--- config.mk ---
export PLATFORM = sky130hd
export DESIGN_NAME = cmd_decoder
export DESIGN_NICKNAME = d
export VERILOG_FILES = /design/src/rtl/cmd_decoder.sv
export SDC_FILE = /design/constraint.sdc
export NUM_CORES = 1
export LEC_CHECK = 0
export BUFFER_PORTS_ARGS = -buffer_cell sky130_fd_sc_hd__buf_4
export CAP_MARGIN = 5
export CELL_PAD_IN_SITES_DETAIL_PLACEMENT = 1
export CELL_PAD_IN_SITES_GLOBAL_PLACEMENT = 2
export CORE_MARGIN = 2
export CORE_UTILIZATION = 34
export CTS_CLUSTER_DIAMETER = 60
export DETAILED_ROUTE_END_ITERATION = 12
export PLACE_DENSITY = 0.91
export SKIP_CTS_REPAIR_TIMING = 1
export SLEW_MARGIN = 25
export SYNTH_ARGS = -nofsm -noshare
export SYNTH_HDL_FRONTEND = slang
export SYNTH_SLANG_ARGS = --single-unit
--- constraint.sdc ---
create_clock -name clk -period 3.6 [get_ports clk]
set_input_delay 0.36 -clock clk [delete_from_list [all_inputs] [get_ports clk]]
set_output_delay 0.36 -clock clk [all_outputs]
set_load 0.02 [all_outputs]
--- src/rtl/cmd_decoder.sv ---
// Byte-stream command decoder: SYNC, {wr,rsvd,a_hi}, a_lo, data, checksum -> one bus command.
// Latency: command valid (out_stb) the cycle after the checksum byte is accepted.
// Backpressure: in_ack drops while a command waits for out_ack; outputs hold until out_ack.
module cmd_decoder #(
    parameter logic [7:0]  SYNC_BYTE = 8'h55,
    parameter logic [15:0] TIMEOUT   = 16'd50000
) (
    input  logic        clk,
    input  logic        rst,
    input  logic        in_stb,
    output logic        in_ack,
    input  logic [7:0]  in_d,
    output logic        out_stb,
    input  logic        out_ack,
    output logic        out_wr,
    output logic [13:0] out_a,
    output logic [7:0]  out_d,
    output logic [7:0]  err_cnt
);

    typedef enum logic [2:0] {
        S_SYNC,
        S_ADRH,
        S_ADRL,
        S_DATA,
        S_CSUM,
        S_ISSUE
    } state_t;

    state_t      state_q, state_d;
    logic [7:0]  sum_q, sum_d;
    logic [15:0] idle_q, idle_d;
    logic [7:0]  err_q, err_d;
    logic        stb_q, stb_d;
    logic        wr_q, wr_d;
    logic [13:0] a_q, a_d;
    logic [7:0]  dat_q, dat_d;

    logic        acc;
    logic [7:0]  err_inc;
    logic        idle_expired;

    // Input is accepted in every state except ISSUE; forced low while reset is held so the
    // first cycle after reset release already accepts.
    assign in_ack       = ~rst && (state_q != S_ISSUE);
    assign acc          = in_stb && in_ack;
    assign err_inc      = (err_q == 8'hFF) ? err_q : err_q + 8'd1;
    assign idle_expired = (idle_q == TIMEOUT - 16'd1);

    assign out_stb = stb_q;
    assign out_wr  = wr_q;
    assign out_a   = a_q;
    assign out_d   = dat_q;
    assign err_cnt = err_q;

    // Next-state decode: byte parsing, checksum compare, idle timeout and command handshake.
    always_comb begin
        state_d = state_q;
        sum_d   = sum_q;
        idle_d  = 16'd0;
        err_d   = err_q;
        stb_d   = stb_q;
        wr_d    = wr_q;
        a_d     = a_q;
        dat_d   = dat_q;
        case (state_q)
            S_SYNC: begin
                if (acc && (in_d == SYNC_BYTE)) begin
                    state_d = S_ADRH;
                    sum_d   = in_d;
                end
            end
            S_ADRH, S_ADRL, S_DATA, S_CSUM: begin
                if (acc) begin
                    // A byte in the same cycle as expiry wins; idle_d stays 0.
                    sum_d = sum_q + in_d;
                    case (state_q)
                        S_ADRH: begin
                            wr_d       = in_d[7];
                            a_d[13:8]  = in_d[5:0];
                            state_d    = S_ADRL;
                        end
                        S_ADRL: begin
                            a_d[7:0] = in_d;
                            state_d  = S_DATA;
                        end
                        S_DATA: begin
                            // Reads always present zero data.
                            dat_d   = wr_q ? in_d : 8'h00;
                            state_d = S_CSUM;
                        end
                        default: begin
                            if (in_d == sum_q) begin
                                state_d = S_ISSUE;
                                stb_d   = 1'b1;
                            end else begin
                                state_d = S_SYNC;
                                err_d   = err_inc;
                            end
                        end
                    endcase
                end else if (idle_expired) begin
                    state_d = S_SYNC;
                    err_d   = err_inc;
                end else begin
                    idle_d = idle_q + 16'd1;
                end
            end
            S_ISSUE: begin
                if (out_ack) begin
                    state_d = S_SYNC;
                    stb_d   = 1'b0;
                end
            end
            default: begin
                state_d = S_SYNC;
                stb_d   = 1'b0;
            end
        endcase
    end

    // State and output registers with synchronous reset.
    always_ff @(posedge clk) begin
        if (rst) begin
            state_q <= S_SYNC;
            sum_q   <= 8'h00;
            idle_q  <= 16'd0;
            err_q   <= 8'h00;
            stb_q   <= 1'b0;
            wr_q    <= 1'b0;
            a_q     <= 14'd0;
            dat_q   <= 8'h00;
        end else begin
            state_q <= state_d;
            sum_q   <= sum_d;
            idle_q  <= idle_d;
            err_q   <= err_d;
            stb_q   <= stb_d;
            wr_q    <= wr_d;
            a_q     <= a_d;
            dat_q   <= dat_d;
        end
    end

endmodule

# Yosys cells after proc, flatten, opt, wreduce, memory -nomap -nowiden
# Index checks and enable logic that the tools add are counted.
# totals
input_bits,12
reg_bits,59
# classes
n_bitwise,3
add_sub_neg,3
n_reduce_logical,16
n_eq_ne,18
n_mux,21
# op_table
cell,n
$mux 8,8
$pmux 3 s3,2
$add 16x1->16 const B,1
$eq 16x16->1 const B,1
$pmux 8 s2,1
$mux 3,5
$reduce_and 3->1,5
$ne 2x2->1 const B,7
$add 8x1->8 const B,1
$add 8x8->8,1
$eq 8x7->1 const B,1
$eq 8x8->1,1
$eq 8x8->1 const B,1
$reduce_or 4->1,2
$eq 3x2->1 const B,2
$eq 3x3->1 const B,2
$ne 3x3->1 const B,2
$reduce_and 5->1,1
$mux 1,4
$reduce_and 4->1,1
$reduce_bool 2->1,2
$eq 3x1->1 const B,1
$logic_and 1x1->1,3
$logic_not 3->1,1
other kinds (3),5

# Depth between registers and ports, before layout
# Gate-level depths: netlist of the first run.
# logic_depth
ltp_word,6
ltp_mapped,8
ltp_nobuf,8

# Worst setup path before layout of the first run
# No wires, ideal clock.
# synth_timing
path_kind,register to register
startpoint,register idle_q[4]
endpoint,register err_q[5] (netlist: err_cnt[5])
path_slack_ns,1.000
t_arrival_ns,2.477
path_stages_with_launch,7
path_buffers,1
cell_sequence,dfxtp_1 -> or4b_1 -> or4_4 -> a221o_1 -> buf_6 -> nor4_2 -> mux2_1
# synth_via
elab_chain_len,3
# synth_rtl
item,line_no,text
start: declaration,32,"logic [15:0] idle_q, idle_d;"
start signal: assignment,136,idle_q <= idle_d;
$eq 16x16->1,48,assign idle_expired = (idle_q == TIMEOUT - 16'd1);
$reduce_bool 2->1 (no source line),-,
$reduce_and 4->1 (no source line),-,
end signal: assignment,137,err_q <= err_d;
end: declaration,33,"logic [7:0] err_q, err_d;"
# Every way passes these cells.
# A chain may end at the register's enable or synchronous reset.

# Final worst setup path of the first run
# layout_timing
startpoint,register idle_q[4]
endpoint,register err_q[4] (netlist: err_cnt[4])
# Same word-level chain as after synthesis.

==> flow_metrics.env, run 1 <==
export IMPL_status="completed"
export IMPL_synthTopCellsByArea="dfxtp_1, nor2_1, mux2i_1"
export IMPL_layout_setup_ws_ps=828
export IMPL_powerDensity_nw_per_um2=497
export IMPL_grt_max_degree=47
export IMPL_drt_pass1_iterations=4
export IMPL_netlist_area_um2=2920
export IMPL_final_cell_mix="dfxtp_1, nor2_1, buf_4"
export IMPL_synth_edf_count=0
export IMPL_die_width_um=96.6
export IMPL_yosysUniqueCellTypes=51
export IMPL_cts_made_buffers=9
export IMPL_internal_power_mw=1.27
export IMPL_startpoint_type="flop"
export IMPL_drt_total_wl_mm=8.13
export IMPL_pre_cts_ws_ps=849
export IMPL_grt_pass1_vias=2747
export IMPL_hold_viol=0
export IMPL_antenna_found_initial=0
export IMPL_switching_share_pct=28.4
export IMPL_drt_iter0_markers=101
export IMPL_drv_slew=0
export IMPL_grt_total_usage_pct=17.9
export IMPL_ys_seq_area_share_pct=40.5
export IMPL_pin_count=45
export IMPL_antenna_left=0
export IMPL_clkLatencyLatePin_ps=350
export IMPL_num_rows=33
export IMPL_leakagePower_nw=1.33
export IMPL_p_seq_share_pct=40.0
export IMPL_initial_utilization_pct=35.3
export IMPL_power_switching_mw=0.506
export IMPL_coreArea_um2=8260
export IMPL_layout_commonest_cell="dfxtp_1"
export IMPL_area_delta_synth_final_pct=22.7
export IMPL_fin_nets=406
export IMPL_drcViolationCount=0
export IMPL_rsz0062_at_grt="no"
export IMPL_die_area_um2=9330
export IMPL_ys_ff_latch=59
export IMPL_fin_skew_ps=12.4
export IMPL_grt_overflow_total=0
export IMPL_crit_path_end_kind="flop"
export IMPL_synthCells=343
export IMPL_max_cap_violations=0
export IMPL_fin_tns_setup_ps=0
export IMPL_ys_flop_type="dfxtp_1"
export IMPL_clk_path_buf_depth=2
export IMPL_finalCriticalPeriod_ps=2770
export IMPL_max_slew_margin_rel_pct=56.4
export IMPL_cts_tree="done"
export IMPL_arrival_ps=3050
export IMPL_hpwl_mm=5.75
export IMPL_pwr_share_clk_pct=42.0
export IMPL_vdd_ir_drop_max_mv=0.211
export IMPL_port_buffer_count=44
export IMPL_cts_sinks=59
export IMPL_clockRootBuffer="clkbuf_8"
export IMPL_setup_worst_path_class="reg -> reg"
export IMPL_hold_path_class="in -> reg"
export IMPL_die_h_um=96.6
export IMPL_diodes=0
export IMPL_synth_area_per_cell_um2=8.50
export IMPL_power_frac_comb_pct=18.0
export IMPL_async_reset_ff_share_pct=0
export IMPL_post_route_period_util_pct=77.0
export IMPL_via_count=2650
export IMPL_fmax_mhz=361
export IMPL_cp_max_fo=14
export IMPL_final_setup_viol_count=0
export IMPL_tightest_slew_ps=652
export IMPL_syn_nets=365
export IMPL_gp_congestion=0.775
export IMPL_post_drt_wl_per_cell_um=16.5
export IMPL_cts_max_level=3
export IMPL_grt_pass1_wl_mm=13.6
export IMPL_via_per_inst=5.36
export IMPL_clkTransAtPathRegs_ps=70
export IMPL_yosysTopAreaCell="dfxtp_1"
export IMPL_synth_top_area_share_pct=40.5
export IMPL_fillerInstances=1018
export IMPL_ys_warn_count=0
export IMPL_crit_required_ps=3880
export IMPL_drive_above_1_share_pct=17.5
-- path summary, 6_finish.rpt --
| kind | from | end | slack [ps] | cells past startpoint |
|---|---|---|---|---|
| worst max-delay path | idle_q[4] | err_cnt[4] | 830 | 5 |
| worst min-delay path | in_d[3] | out_a[11] | 310 | 3 |
| worst max register to register | idle_q[4] | err_cnt[4] | 830 | 5 |
| worst min register to register | idle_q[0] | idle_q[0] | 450 | 1 |
-- power groups by stage --
| stage | clock, mW | combinational [mW] | sequential (mW) |
|---|---|---|---|
| after CTS | 0.763 | 0.320 | 0.710 |
| after global routing | 0.791 | 0.354 | 0.716 |
| after detailed placement | 0 | 0.318 | 0.725 |
| after global placement | 0 | 0.306 | 0.723 |
| after floorplan | 0 | 0.231 | 0.715 |
| final | 0.748 | 0.319 | 0.711 |
-- sequential cells by signal (all words and copies together), names as in the netlist --
name	cells
state_q	3
out_wr	1
out_d	8
out_a	14
idle_q	16
err_cnt	8
out_stb	1
sum_q	8
-- layout make-up --
type                       count  area (µm²)  share of cell area [%]
inverter                       9        33.8                   0.945
clock buffer                  11         141                    3.95
multi-input combinational    258        1640                    45.7
sequential                    59        1180                    33.0
clock inverter                 5         100                    2.80
timing repair buffer          47         353                    9.87
tap                          105         131                    3.67
-- per-layer routing --
metal  part of all wire [%]  global-route usage (%)  vias up  routed length (µm)
li1                       -                       -     1299                   -
met4                    1.9                    8.45        0                 155
met2                     50                    30.2       25                4040
met1                     46                    22.3     1315                3780
met5                      0                       0        -                   0
met3                    2.0                    2.96       11                 161
-- synth_stat cells, drive strengths merged (6+ instances only) --
| cell | number |
|---|---|
| clkbuf | 15 |
| and3 | 7 |
| xor2 | 10 |
| nand3 | 22 |
| nor2b | 8 |
| inv | 9 |
| nor3 | 6 |
| dfxtp | 59 |
| o21ai | 7 |
| a21oi | 24 |
| ha | 9 |
| nand4 | 6 |
| xnor2 | 6 |
| nor2 | 49 |
| mux2i | 16 |
| nand2 | 25 |
-- stage by stage --
step | utilization, % | hold slack [ps] | power (mW) | instance area (µm²) | std cells
floorplan | - | 413 | 0.947 | 2920 | 343
global placement | 40.4 | 422 | 1.03 | 3330 | 478
detailed placement | 40.4 | 442 | 1.04 | 3330 | 478
CTS | 43.3 | 300 | 1.79 | 3580 | 494
global route | 43.3 | 317 | 1.86 | 3580 | 494
finish | 43.3 | 312 | 1.78 | 3580 | 494
-- cell families after synthesis --
kind of cell	Yosys count	synth area share [%]
AO/OA/AOI/OAI	60	13.0
XOR/XNOR	16	4.81
adder cells (fa/ha/maj)	10	4.55
buffers and inverters	26	3.60
flip-flops	59	40.5
multiplexers	18	6.27
AND/OR/NAND/NOR	154	27.3
-- worst max-delay path, cell delays in order (launching register included) --
cell and delay [ps]:
dfxtp_1 350, or4b_1 530, or4_4 560, a221o_1 550
or4_1 570, a21oi_1 150
(Power assumes the default switching activity.)
==> run 2: changes to the inputs <==
--- a/config.mk
+++ b/config.mk
@@ -10,10 +10,10 @@
 export CELL_PAD_IN_SITES_DETAIL_PLACEMENT = 1
 export CELL_PAD_IN_SITES_GLOBAL_PLACEMENT = 2
 export CORE_MARGIN = 2
-export CORE_UTILIZATION = 34
+export CORE_UTILIZATION = 30
 export CTS_CLUSTER_DIAMETER = 60
 export DETAILED_ROUTE_END_ITERATION = 12
-export PLACE_DENSITY = 0.91
+export PLACE_DENSITY = 0.85
 export SKIP_CTS_REPAIR_TIMING = 1
 export SLEW_MARGIN = 25
 export SYNTH_ARGS = -nofsm -noshare
==> constraint.sdc (replaced) <==
create_clock -name clk -period 2.35 [get_ports clk]
set_input_delay 0.235 -clock clk [delete_from_list [all_inputs] [get_ports clk]]
set_output_delay 0.235 -clock clk [all_outputs]
set_load 0.02 [all_outputs]
==> flow_metrics.env, run 2 (synthesized netlist as in run 1, its figures left out) <==
export IMPL_initial_utilization_pct=31.3
export IMPL_drt_pass1_iterations=4
export IMPL_finalCriticalPeriod_ps=2540
export IMPL_fmax_mhz=394
export IMPL_antenna_found_initial=0
export IMPL_clkTransAtPathRegs_ps=80
export IMPL_fin_area_um2=3840
export IMPL_hpwl_mm=6.18
export IMPL_hold_path_class="in -> reg"
export IMPL_fin_nets=442
export IMPL_internal_power_mw=1.68
export IMPL_pwr_share_clk_pct=33.4
export IMPL_grt_max_degree=46
export IMPL_final_cell_mix="buf_4, dfxtp_1, nor2_1"
export IMPL_path_buf_inv=0
export IMPL_grt_use_met2_pct=29.2
export IMPL_violations="negative setup slack"
export IMPL_grt_most_used_layer="met2"
export IMPL_grt_pass1_wl_mm=14.0
export IMPL_critPathCapture="err_cnt[6]"
export IMPL_diodes=0
export IMPL_fin_skew_ps=8.60
export IMPL_multiInputGateArea_um2=1670
export IMPL_cts_tree="done"
export IMPL_gp_congestion=0.750
export IMPL_regMostFlops="idle_q"
export IMPL_clkLatencyLatePin_ps=350
export IMPL_power_frac_comb_pct=23.8
export IMPL_via_per_inst=5.02
export IMPL_use_met1_pct=22.0
export IMPL_leakagePower_nw=1.47
export IMPL_crit_start="idle_q[5]"
export IMPL_r2r_cells=5
export IMPL_cp_max_fo=5
export IMPL_regToRegStartpoint="idle_q[5]"
export IMPL_status="complete, but fails checks"
export IMPL_via_count=2783
export IMPL_path_depth=5
export IMPL_cts_sinks=59
export IMPL_grtUsageMet3_pct=3.46
export IMPL_pin_count=45
export IMPL_drcViolationCount=0
export IMPL_regToRegEndpoint="err_cnt[6]"
export IMPL_post_route_period_util_pct=108
export IMPL_hold_viol=0
export IMPL_setup_worst_path_class="reg -> reg"
export IMPL_startpoint_type="flop"
export IMPL_die_area_um2=10500
export IMPL_drt_iter0_markers=86
export IMPL_crit_family="simple AND/OR/NAND/NOR gates"
export IMPL_antenna_left=0
export IMPL_post_drt_wl_per_cell_um=15.7
export IMPL_layout_setup_ws_ps=-189
export IMPL_switching_share_pct=33.5
export IMPL_largest_reg_flops=16
export IMPL_num_rows=35
export IMPL_fillerInstances=1113
export IMPL_arrival_ps=2770
export IMPL_crit_required_ps=2580
export IMPL_dpl_cell_area_um2=3620
export IMPL_die_h_um=103
export IMPL_slowest_delay_ps=540
export IMPL_layout_commonest_cell="buf_4"
export IMPL_rsz0062_at_grt="yes"
export IMPL_grt_overflow_total=0
export IMPL_coreArea_um2=9330
export IMPL_clockRootBuffer="clkbuf_8"
export IMPL_clk_path_buf_depth=2
export IMPL_die_width_um=103
export IMPL_max_slew_margin_rel_pct=62.9
export IMPL_cts_max_level=3
export IMPL_r2r_slack_ps=-190
export IMPL_grt_pass1_vias=2850
export IMPL_p_seq_share_pct=42.8
export IMPL_port_buffer_count=44
export IMPL_fin_tns_setup_ps=-1130
export IMPL_vdd_ir_drop_max_mv=0.267
export IMPL_power_switching_mw=0.845
export IMPL_worst_path_max_delay_cell="or4_4"
export IMPL_crit_path_end_kind="flop"
export IMPL_drive_above_1_share_pct=25.4
export IMPL_drt_total_wl_mm=8.69
export IMPL_max_cap_violations=0
export IMPL_cts_made_buffers=9
export IMPL_powerDensity_nw_per_um2=656
export IMPL_crit_chain="or4b_1, or4_4, a221o_2, nor4_2, mux2_1"
export IMPL_area_delta_synth_final_pct=31.8
export IMPL_layout_area_seq_um2=1180
export IMPL_final_setup_viol_count=8
export IMPL_drv_slew=0
export IMPL_grt_total_usage_pct=17.3
export IMPL_tightest_slew_ps=554
run 2: changes by cell type in the layout (fill, tap and decap cells not counted), sizes merged:
cell / before / now
inv: 9 / 10
clkinv: 2 / 3
clkinvlp: 0 / 3
bufinv: 3 / 0
clkbuf: 11 / 9
a221o: 1 / 2
buf: 47 / 82
run 2: per-layer routing:
layer	routed length [µm]	up-vias
li1	-	1378
met1	4080	1358
met2	4220	37
met3	287	10
met4	106	0
met5	0	-
run 2: area by class of cell:
type                    count  area share [%]
clock buffers               9            3.22
clock inverters             7            1.40
inverters                   9           0.879
well taps                 129            4.20
multi-input cells         259            43.4
repair buffers             82            16.1
flip-flops and latches     59            30.8
run 2: per-stage QoR:
| stage | power [mW] | utilization, % | setup slack, ps | instances | hold WS, ps |
|---|---|---|---|---|---|
| 2_1_floorplan | 1.45 | - | -194 | 343 | 382 |
| 3_3_place_gp | 1.67 | 38.8 | -168 | 536 | 443 |
| 3_5_place_dp | 1.68 | 38.8 | -227 | 536 | 452 |
| 4_1_cts | 2.53 | 40.7 | -238 | 552 | 175 |
| 5_1_grt | 2.66 | 41.2 | -269 | 554 | 188 |
| 6_report | 2.52 | 41.2 | -189 | 554 | 182 |
run 2: power groups by stage:
stage                     logic, mW  registers (mW)  clock network [mW]
final                         0.601            1.08               0.841
after CTS                     0.588            1.08               0.864
after global placement        0.569            1.10                   0
after floorplan               0.354            1.10                   0
after global routing          0.664            1.08               0.915
after detailed placement      0.581            1.10                   0
run 2: worst reg2reg max path, stage by stage (launching register included):
cell and delay [ps]:
dfxtp_1 310, or4b_1 510, or4_4 540, a221o_2 450, nor4_2 270, mux2_1 350
run 2: how the worst min path moves through the flow:
stage,start,depth (start not counted),slack (ps),to
2_1_floorplan,in_d[2],2,380,out_a[10]
3_3_place_gp,out_d[5],2,440,out_d[5]
3_5_place_dp,out_d[4],2,450,out_d[4]
4_1_cts,in_d[0],3,170,out_a[8]
5_1_grt,in_d[0],3,190,out_a[8]
6_report,in_d[0],3,180,out_a[8]
